[config.mk]
export PLATFORM = sky130hd
export DESIGN_NAME = board_input_conditioner
export DESIGN_NICKNAME = d
export VERILOG_FILES = /design/src/rtl/board_input_conditioner.sv
export SDC_FILE = /design/constraint.sdc
export NUM_CORES = 1
export LEC_CHECK = 0
export ABC_AREA = 0
export CAP_MARGIN = 10
export CORE_MARGIN = 2
export CORE_UTILIZATION = 40
export DETAILED_ROUTE_END_ITERATION = 8
export GPL_ROUTABILITY_DRIVEN = 0
export PLACE_DENSITY = 0.62
export SKIP_LAST_GASP = 1
export SYNTH_ARGS = -nofsm -noshare
export SYNTH_HDL_FRONTEND = slang
export SYNTH_SLANG_ARGS = --single-unit
[constraint.sdc]
create_clock -name clk -period 3.3 [get_ports clk]
set_input_delay 0.495 -clock clk [delete_from_list [all_inputs] [get_ports clk]]
set_output_delay 0.495 -clock clk [all_outputs]
set_load 0.05 [all_outputs]
[src/rtl/board_input_conditioner.sv]
// DE10-Nano KEY/SW conditioning: per-pin debounce, KEY[0]-driven core reset sequencer, key-press IRQ.
// Define BOARD_IO_IRQ_EN to build the press-event register and irq output; otherwise they are tied to 0.

module board_input_debounce #(
  parameter int DEBOUNCE_CYCLES = 250000,
  parameter bit IDLE            = 1'b0
) (
  input  logic clk,
  input  logic reset,
  input  logic raw_i,
  output logic stable_o
);
  localparam int CW = $clog2(DEBOUNCE_CYCLES);

  logic          sync1_q, sync2_q;
  logic          stable_q, stable_d;
  logic [CW-1:0] cnt_q, cnt_d;

  always_comb begin
    stable_d = stable_q;
    cnt_d    = '0;
    if (sync2_q != stable_q) begin
      if (cnt_q == CW'(DEBOUNCE_CYCLES - 1)) stable_d = sync2_q;
      else                                   cnt_d    = cnt_q + CW'(1);
    end
  end

  always_ff @(posedge clk) begin
    if (reset) begin
      sync1_q  <= IDLE;
      sync2_q  <= IDLE;
      stable_q <= IDLE;
      cnt_q    <= '0;
    end else begin
      sync1_q  <= raw_i;
      sync2_q  <= sync1_q;
      stable_q <= stable_d;
      cnt_q    <= cnt_d;
    end
  end

  assign stable_o = stable_q;
endmodule

module board_input_conditioner #(
  parameter int NUM_KEYS          = 4,
  parameter int NUM_SW            = 10,
  parameter int DEBOUNCE_CYCLES   = 250000,
  parameter int RESET_HOLD_CYCLES = 350
) (
  input  logic                clk,
  input  logic                reset,
  input  logic [NUM_KEYS-1:0] key_n_in,
  input  logic [NUM_SW-1:0]   sw_in,
  output logic [NUM_KEYS-1:0] key_db,
  output logic [NUM_SW-1:0]   sw_db,
  output logic                core_rst_n,
  output logic                fetch_enable,
  input  logic [NUM_KEYS-1:0] irq_mask,
  input  logic [NUM_KEYS-1:0] irq_ack,
  output logic [NUM_KEYS-1:0] irq_pending,
  output logic                irq
);
  localparam int HW = (RESET_HOLD_CYCLES > 1) ? $clog2(RESET_HOLD_CYCLES) : 1;

  logic [NUM_KEYS-1:0] key_stable;

  // Keys idle high (released), switches idle low.
  for (genvar i = 0; i < NUM_KEYS; i++) begin : g_key
    board_input_debounce #(.DEBOUNCE_CYCLES(DEBOUNCE_CYCLES), .IDLE(1'b1)) u_db (
      .clk(clk), .reset(reset), .raw_i(key_n_in[i]), .stable_o(key_stable[i])
    );
  end

  for (genvar i = 0; i < NUM_SW; i++) begin : g_sw
    board_input_debounce #(.DEBOUNCE_CYCLES(DEBOUNCE_CYCLES), .IDLE(1'b0)) u_db (
      .clk(clk), .reset(reset), .raw_i(sw_in[i]), .stable_o(sw_db[i])
    );
  end

  assign key_db = ~key_stable;

  typedef enum logic [1:0] {RST_ASSERT, RST_HOLD, RUN} state_t;

  state_t        state_q, state_d;
  logic [HW-1:0] hold_q, hold_d;
  logic          run_q;

  always_comb begin
    state_d = state_q;
    hold_d  = hold_q;
    unique case (state_q)
      RST_ASSERT: if (!key_db[0]) begin
        state_d = RST_HOLD;
        hold_d  = '0;
      end
      RST_HOLD: begin
        if (key_db[0])                                state_d = RST_ASSERT;
        else if (hold_q == HW'(RESET_HOLD_CYCLES - 1)) state_d = RUN;
        else                                          hold_d  = hold_q + HW'(1);
      end
      RUN:      if (key_db[0]) state_d = RST_ASSERT;
      default:  state_d = RST_ASSERT;
    endcase
  end

  // Outputs come straight from a flop so the core reset never sees decode glitches.
  always_ff @(posedge clk) begin
    if (reset) begin
      state_q <= RST_ASSERT;
      hold_q  <= '0;
      run_q   <= 1'b0;
    end else begin
      state_q <= state_d;
      hold_q  <= hold_d;
      run_q   <= (state_d == RUN);
    end
  end

  assign core_rst_n   = run_q;
  assign fetch_enable = run_q;

`ifdef BOARD_IO_IRQ_EN
  logic [NUM_KEYS-1:0] key_prev_q;
  logic [NUM_KEYS-1:0] pend_q, pend_d;
  logic                irq_q;

  // A press landing in the same cycle as its ack wins, so no event is lost.
  always_comb begin
    pend_d    = (pend_q & ~irq_ack) | (key_db & ~key_prev_q);
    pend_d[0] = 1'b0;
  end

  always_ff @(posedge clk) begin
    if (reset) begin
      key_prev_q <= '0;
      pend_q     <= '0;
      irq_q      <= 1'b0;
    end else begin
      key_prev_q <= key_db;
      pend_q     <= pend_d;
      irq_q      <= |(pend_q & irq_mask);
    end
  end

  assign irq_pending = pend_q;
  assign irq         = irq_q;
`else
  logic unused_irq_inputs;
  assign unused_irq_inputs = ^{irq_mask, irq_ack};
  assign irq_pending       = '0;
  assign irq               = 1'b0;
`endif
endmodule
==> results of run 1 <==
[layout by cell type (no fill, tap or decap), types with 4 or more instances in the layout]
| cell type | netlist | final |
|---|---|---|
| conb_1 | 1 | 5 |
| a31oi_1 | 4 | 4 |
| o21ai_0 | 22 | 22 |
| clkinv_2 | 0 | 7 |
| ha_1 | 16 | 16 |
| xnor2_1 | 188 | 188 |
| nor4b_1 | 16 | 16 |
| clkbuf_16 | 0 | 35 |
| buf_4 | 16 | 14 |
| a21oi_1 | 24 | 24 |
| clkbuf_1 | 19 | 5 |
| or3_1 | 22 | 22 |
| clkdlybuf4s50_1 | 0 | 30 |
| and3_1 | 11 | 11 |
| nand2_1 | 60 | 60 |
| nor4_1 | 72 | 72 |
| nor2b_1 | 21 | 21 |
| nor3_1 | 62 | 62 |
| nand2b_1 | 5 | 5 |
| clkbuf_8 | 1 | 10 |
| inv_1 | 65 | 65 |
| or2_2 | 9 | 9 |
| mux2i_1 | 11 | 11 |
| nor2_1 | 292 | 292 |
| nand4_1 | 66 | 66 |
| nand3_1 | 91 | 91 |
| nor4bb_1 | 4 | 4 |
| o21ai_1 | 6 | 6 |
| o211ai_1 | 5 | 5 |
| xor2_1 | 31 | 31 |
| dfxtp_1 | 306 | 306 |
| or4_1 | 17 | 17 |
[logic make-up after synthesis]
group           share of synthesized area, %
simple gates                           29.32
flops                                  46.08
xor+xnor                               14.43
buf+inv                                3.756
compound gates                         4.048
fa+ha+maj                              1.506
mux                                   0.8283
other cells                          0.02821
[worst register-to-register path, cell delays in order, from the launching register on]
cell,delay (ns)
dfxtp_1,0.38
ha_1,0.21
nand3_1,0.27
or4_1,0.54
o21ai_2,0.60
nor2_1,0.12
[stage by stage]
step | power, W | instances
after floorplan | 0.003892 | 1520
after global placement | 0.003932 | 1962
after detailed placement | 0.003933 | 1962
after CTS | 0.007823 | 2023
after global routing | 0.007981 | 2024
final | 0.007683 | 2024
[power breakdown]
group          leakage [nW]  switching [W]  internal, W
Clock                 0.579        0.00150      0.00233
Sequential             2.47      0.0000134      0.00372
Combinational          1.28      0.0000729    0.0000457
Total                  4.33        0.00158      0.00610
[routing by layer]
metal  vias to the layer above  global-route usage (%)
met5                         -                       0
met2                       100                   23.93
met1                      4642                   18.40
met3                        46                   3.018
li1                       5316                       -
met4                         0                   4.945
[worst min path at each step]
stage / startpoint / end / slack (ns) / cells after the start
floorplan: g_key[0].u_db.sync1_q$_SDFF_PP1_ / g_key[0].u_db.sync2_q$_SDFF_PP1_ / 0.39 / 1
global placement: g_key[1].u_db.sync1_q$_SDFF_PP1_ / g_key[1].u_db.sync2_q$_SDFF_PP1_ / 0.39 / 1
detailed placement: g_key[2].u_db.sync1_q$_SDFF_PP1_ / g_key[2].u_db.sync2_q$_SDFF_PP1_ / 0.40 / 1
CTS: g_key[3].u_db.sync1_q$_SDFF_PP1_ / g_key[3].u_db.sync2_q$_SDFF_PP1_ / 0.41 / 1
global route: g_key[3].u_db.sync1_q$_SDFF_PP1_ / g_key[3].u_db.sync2_q$_SDFF_PP1_ / 0.43 / 1
finish: g_key[3].u_db.sync1_q$_SDFF_PP1_ / g_key[3].u_db.sync2_q$_SDFF_PP1_ / 0.41 / 1
[area by class of cell]
| class | instances | area, sq um |
|---|---|---|
| sequential | 306 | 6126 |
| multi-input combinational | 1104 | 6683 |
| clock inverter | 11 | 127.6 |
| tap | 442 | 553.0 |
| clock buffer | 50 | 1032 |
| inverter | 65 | 244.0 |
| timing repair buffer | 46 | 421.7 |
| fill | 3143 | 17430 |
[state kept, by name (all words and copies together) (netlist names)]
signal               count
g_sw.u_db.sync2_q       10
g_key.u_db.sync1_q       4
g_key.u_db.stable_o      4
g_sw.u_db.stable_o      10
state_q                  2
core_rst_n               1
g_sw.u_db.sync1_q       10
g_sw.u_db.cnt_q        180
g_key.u_db.cnt_q        72
hold_q                   9
g_key.u_db.sync2_q       4
==> metrics, run 1 <==
first-pass GRT wire length=42.55 mm; clk slew on worst S/H paths=0.06 ns; GRT Total Usage=14.33%; min-delay worst type=register to register; IO Port Bufs=31; cell family with most CP delay=buffers and inverters; WL final=24.29 mm; Post-Place Setup Slack=1.009 ns; Starting Density=40.75%; synthesized area per cell=8.768 sq um; status=finished clean; pin count of the biggest net entering global routing=21; final worst setup slack=0.9757 ns; critical path depth=2; share of layout cells above drive strength 1=6.068%; wl on met1=11.93 mm; I/O pin cnt=45; antenna violations before repair=0; top cells by count, synth=dfxtp_1 (306), nor2_1 (292), xnor2_1 (188); Rows=66; Synth Instances=1516; Ys Warns=0; synthesized flop and latch total=306; fin area=15190 sq um; Max Slew Vio Count=0; Max FO, Critical Path=7; Detail Route met3 WL=894 um; post-synthesis cell type count=57; max cap viols=0; Setup Buffers After CTS=0; cts bufs inserted=35; synth top area cells=dfxtp_1 (46%), xnor2_1 (12%), nor2_1 (8.2%); crit-path max cell delay=0.83 ns; Leak=4.334 nW; setup TNS=0 ns; n_diodes=0; Core Area=32620 sq um; dominant synthesized flop cell=dfxtp_1; Cell Chain, Critical Path=inv_1, clkdlybuf4s50_1; Vias=10100; antenna violation net count after detailed routing=0; Final Cycle Share=70.43%; critical path capture point type=output pin; clk_lat worst skew=0.52 ns; end point of the critical path=key_db[0]; asr flop ratio synth=0%; slowest stage cell, crit path=clkdlybuf4s50_1; clock root buffer=clkbuf_16; CTS tree=built; Tmin final=2.324 ns; final hold vios=0; vias in the first global route=9537; count leader, synth=dfxtp_1; # clock sinks=306; Pre-Repair DR Iteration Count=4; maximum VDD drop=0.3501 mV; Synth Cell Area=13290 sq um; worst-case reg-to-reg path depth=5; # hold bufs at CTS=0; Chip Height=186.3 um; final setup vio count=0; RR Startpoint=g_key[3].u_db.cnt_q[0]$_SDFF_PP0_; Synth top area share=46.08%; worst path bufs/invs=2; DIE AREA=34710 sq um; DRC viols=0; CTS H-tree depth=2; Hold Worst Slack=0.4081 ns; Crit path arrival time=1.83 ns; routed vias/inst=4.992; Layout area overhead=14.25%; Worst EP required=2.80 ns; DR iter-0 viols=404; Top Metal Used=met4; end of the worst register-to-register path=g_key[3].u_db.cnt_q[13]$_SDFF_PP0_; post-cts resize count=0; Cell Pwr Density=505.9 nW/um^2; routed length per placed instance=12.00 um; grt ovf=0; largest area contributor in the netlist=dfxtp_1; critical path class=register to output pin; placed inst area=14020 sq um; Max-slew headroom=48.79%; Max Buffers Root-to-Sink=3; Final nets=1598; fmax=0.4302 GHz; Startpoint Class=register; dpl hpwl=16.35 mm; Seq/Total Area, Yosys=46.08%; RSZ-0062 raised after global routing=no; Worst Tran Pin Value=0.7598 ns; Reg2Reg Setup Slack=1.03 ns; Post-synth EDFFs=0; Final Skew=0.02009 ns; Worst setup startpoint=g_key[0].u_db.stable_o$_SDFFE_PP1P_; Util after Layout=46.56%; DR WL met2=10.86 mm; DIE WIDTH=186.3 um
Note: power is estimated with default switching activity, not from simulation.
==> run 2, diff against run 1 <==
--- a/config.mk
+++ b/config.mk
@@ -11,7 +11,7 @@
 export CORE_UTILIZATION = 40
 export DETAILED_ROUTE_END_ITERATION = 8
 export GPL_ROUTABILITY_DRIVEN = 0
-export PLACE_DENSITY = 0.62
+export PLACE_DENSITY = 0.64
 export SKIP_LAST_GASP = 1
 export SYNTH_ARGS = -nofsm -noshare
 export SYNTH_HDL_FRONTEND = slang
==> constraint.sdc (replaced) <==
create_clock -name clk -period 2.12 [get_ports clk]
set_input_delay 0.318 -clock clk [delete_from_list [all_inputs] [get_ports clk]]
set_output_delay 0.318 -clock clk [all_outputs]
set_load 0.05 [all_outputs]
==> metrics, run 2 (synthesized netlist as in run 1, its figures left out) <==
number of flip-flops under the largest register name=180; critical path depth=1; Worst Hold End=g_sw[3].u_db.sync2_q$_SDFF_PP0_; Max FO, Critical Path=3; Crit path arrival time=1.72 ns; DR iter-0 viols=456; IO Port Bufs=31; Final nets=1639; min-delay worst type=input port to register; I/O pin cnt=45; Tmin final=2.036 ns; cts bufs inserted=34; antenna violations before repair=0; Reg2Reg Setup Slack=0.18 ns; DIE WIDTH=186.3 um; Core Area=32620 sq um; Worst EP required=1.80 ns; CTS tree=built; Chip Height=186.3 um; n_diodes=0; largest registers=g_sw.u_db.cnt_q: 180 flops, g_key.u_db.cnt_q: 72 flops; Cell Pwr Density=761.2 nW/um^2; status=finished clean; fmax=0.4911 GHz; final setup vio count=0; Vias=10420; final hold vios=0; # hold bufs at CTS=0; DRC viols=0; grt ovf=0; critical path capture point type=output pin; Final Cycle Share=96.05%; clk_lat worst skew=0.51 ns; Worst Tran Pin Value=0.6272 ns; placed inst area=14360 sq um; pin count of the biggest net entering global routing=31; clk slew on worst S/H paths=0.06 ns; first-pass GRT wire length=42.90 mm; critical path class=register to output pin; slowest stage cell, crit path=clkdlybuf4s50_1; most common cell after layout, fill and taps aside=dfxtp_1; Hold Path Stages=2; Max Buffers Root-to-Sink=3; register area=6126 sq um; Starting Density=40.75%; # clock sinks=306; maximum VDD drop=0.5492 mV; share of layout cells above drive strength 1=7.968%; dpl hpwl=16.66 mm; max cap viols=0; RSZ-0062 raised after global routing=no; commonest non-fill, non-tap cells in the layout=dfxtp_1 (306), nor2_1 (292), xnor2_1 (188), nand3_1 (91), nor4_1 (72); GRT Total Usage=14.41%; Final Skew=0.02829 ns; WL final=24.55 mm; Rows=66; Startpoint Class=register; routed vias/inst=5.054; Max-slew headroom=57.75%; end of the worst register-to-register path=g_sw[3].u_db.stable_o$_SDFFE_PP0P_; RR Startpoint=g_sw[3].u_db.cnt_q[0]$_SDFF_PP0_; crit-path max cell delay=0.83 ns; DIE AREA=34710 sq um; routed length per placed instance=11.91 um; CTS H-tree depth=2; Setup Buffers After CTS=0; antenna violation net count after detailed routing=0; Hold Crit Start=reset; vias in the first global route=9716; worst path bufs/invs=1; clock root buffer=clkbuf_16; multi-input combinational cell area=6683 sq um; setup TNS=0 ns; Leak=4.504 nW; worst-case reg-to-reg path depth=5; fin area=15460 sq um; Cell Chain, Critical Path=clkdlybuf4s50_1; Top reg by flops=g_sw.u_db.cnt_q; Max Slew Vio Count=0; fillers=3097; cell family with most CP delay=buffers and inverters; Layout area overhead=16.28%; Pre-Repair DR Iteration Count=5
[run 2: changes by cell type in the layout (fill, tap and decap cells not counted), sizes merged]
| cell | before | now |
|---|---|---|
| dlygate4sd2 | 0 | 1 |
| inv | 65 | 66 |
| clkbuf | 50 | 49 |
| dlymetal6s2s | 0 | 1 |
| buf | 16 | 58 |
| clkdlybuf4s50 | 30 | 28 |
| clkinv | 9 | 3 |
| bufinv | 2 | 3 |
[run 2: metal layers]
metal / wire length, um / track usage [%] / vias to the layer above
li1: - / - / 5403
met1: 11950 / 18.29 / 4848
met2: 11290 / 24.77 / 120
met3: 780 / 2.531 / 46
met4: 527 / 4.756 / 0
met5: 0 / 0 / -
[run 2: layout make-up]
cell class	count	share of cell area, %
Multi-Input combinational cell	1104	43.23
Sequential cell	306	39.63
Clock buffer	49	6.330
Timing Repair Buffer	88	4.913
Tap cell	442	3.578
Inverter	65	1.578
Clock inverter	7	0.7366
[run 2: how the worst max path moves through the flow]
| stage | end | from |
|---|---|---|
| floorplan | g_key[1].u_db.cnt_q[10]$_SDFF_PP0_ | g_key[1].u_db.cnt_q[0]$_SDFF_PP0_ |
| global placement | g_sw[3].u_db.stable_o$_SDFFE_PP0P_ | g_sw[3].u_db.cnt_q[0]$_SDFF_PP0_ |
| detailed placement | g_sw[3].u_db.stable_o$_SDFFE_PP0P_ | g_sw[3].u_db.cnt_q[0]$_SDFF_PP0_ |
| CTS | sw_db[6] | g_sw[6].u_db.stable_o$_SDFFE_PP0P_ |
| global route | sw_db[4] | g_sw[4].u_db.stable_o$_SDFFE_PP0P_ |
| finish | sw_db[7] | g_sw[7].u_db.stable_o$_SDFFE_PP0P_ |
[run 2: metrics by stage]
step / util [%] / setup WS (ns) / total power [W] / hold WS [ns] / cells
after detailed placement: 44.04 / 0.1777 / 0.006129 / 0.3928 / 2005
after global placement: 44.04 / 0.2194 / 0.006126 / 0.3904 / 2005
after global routing: 47.39 / 0.02192 / 0.01222 / 0.1393 / 2061
after CTS: 47.38 / 0.03311 / 0.01197 / 0.1281 / 2061
final: 47.39 / 0.08370 / 0.01177 / 0.1298 / 2061
after floorplan: - / 0.1634 / 0.006059 / 0.3895 / 1520
[run 2: report_power, final]
part           internal [W]  leakage (nW)  switching, W
Sequential          0.00579          2.47     0.0000212
Clock               0.00355         0.537       0.00221
Combinational     0.0000771          1.50      0.000114
[run 2: timing repair]
item | in CTS | in global routing
endpoints found under the setup margin | 1 | 1
pin swaps | 0 | 0
gates resized for setup | 1 | 1
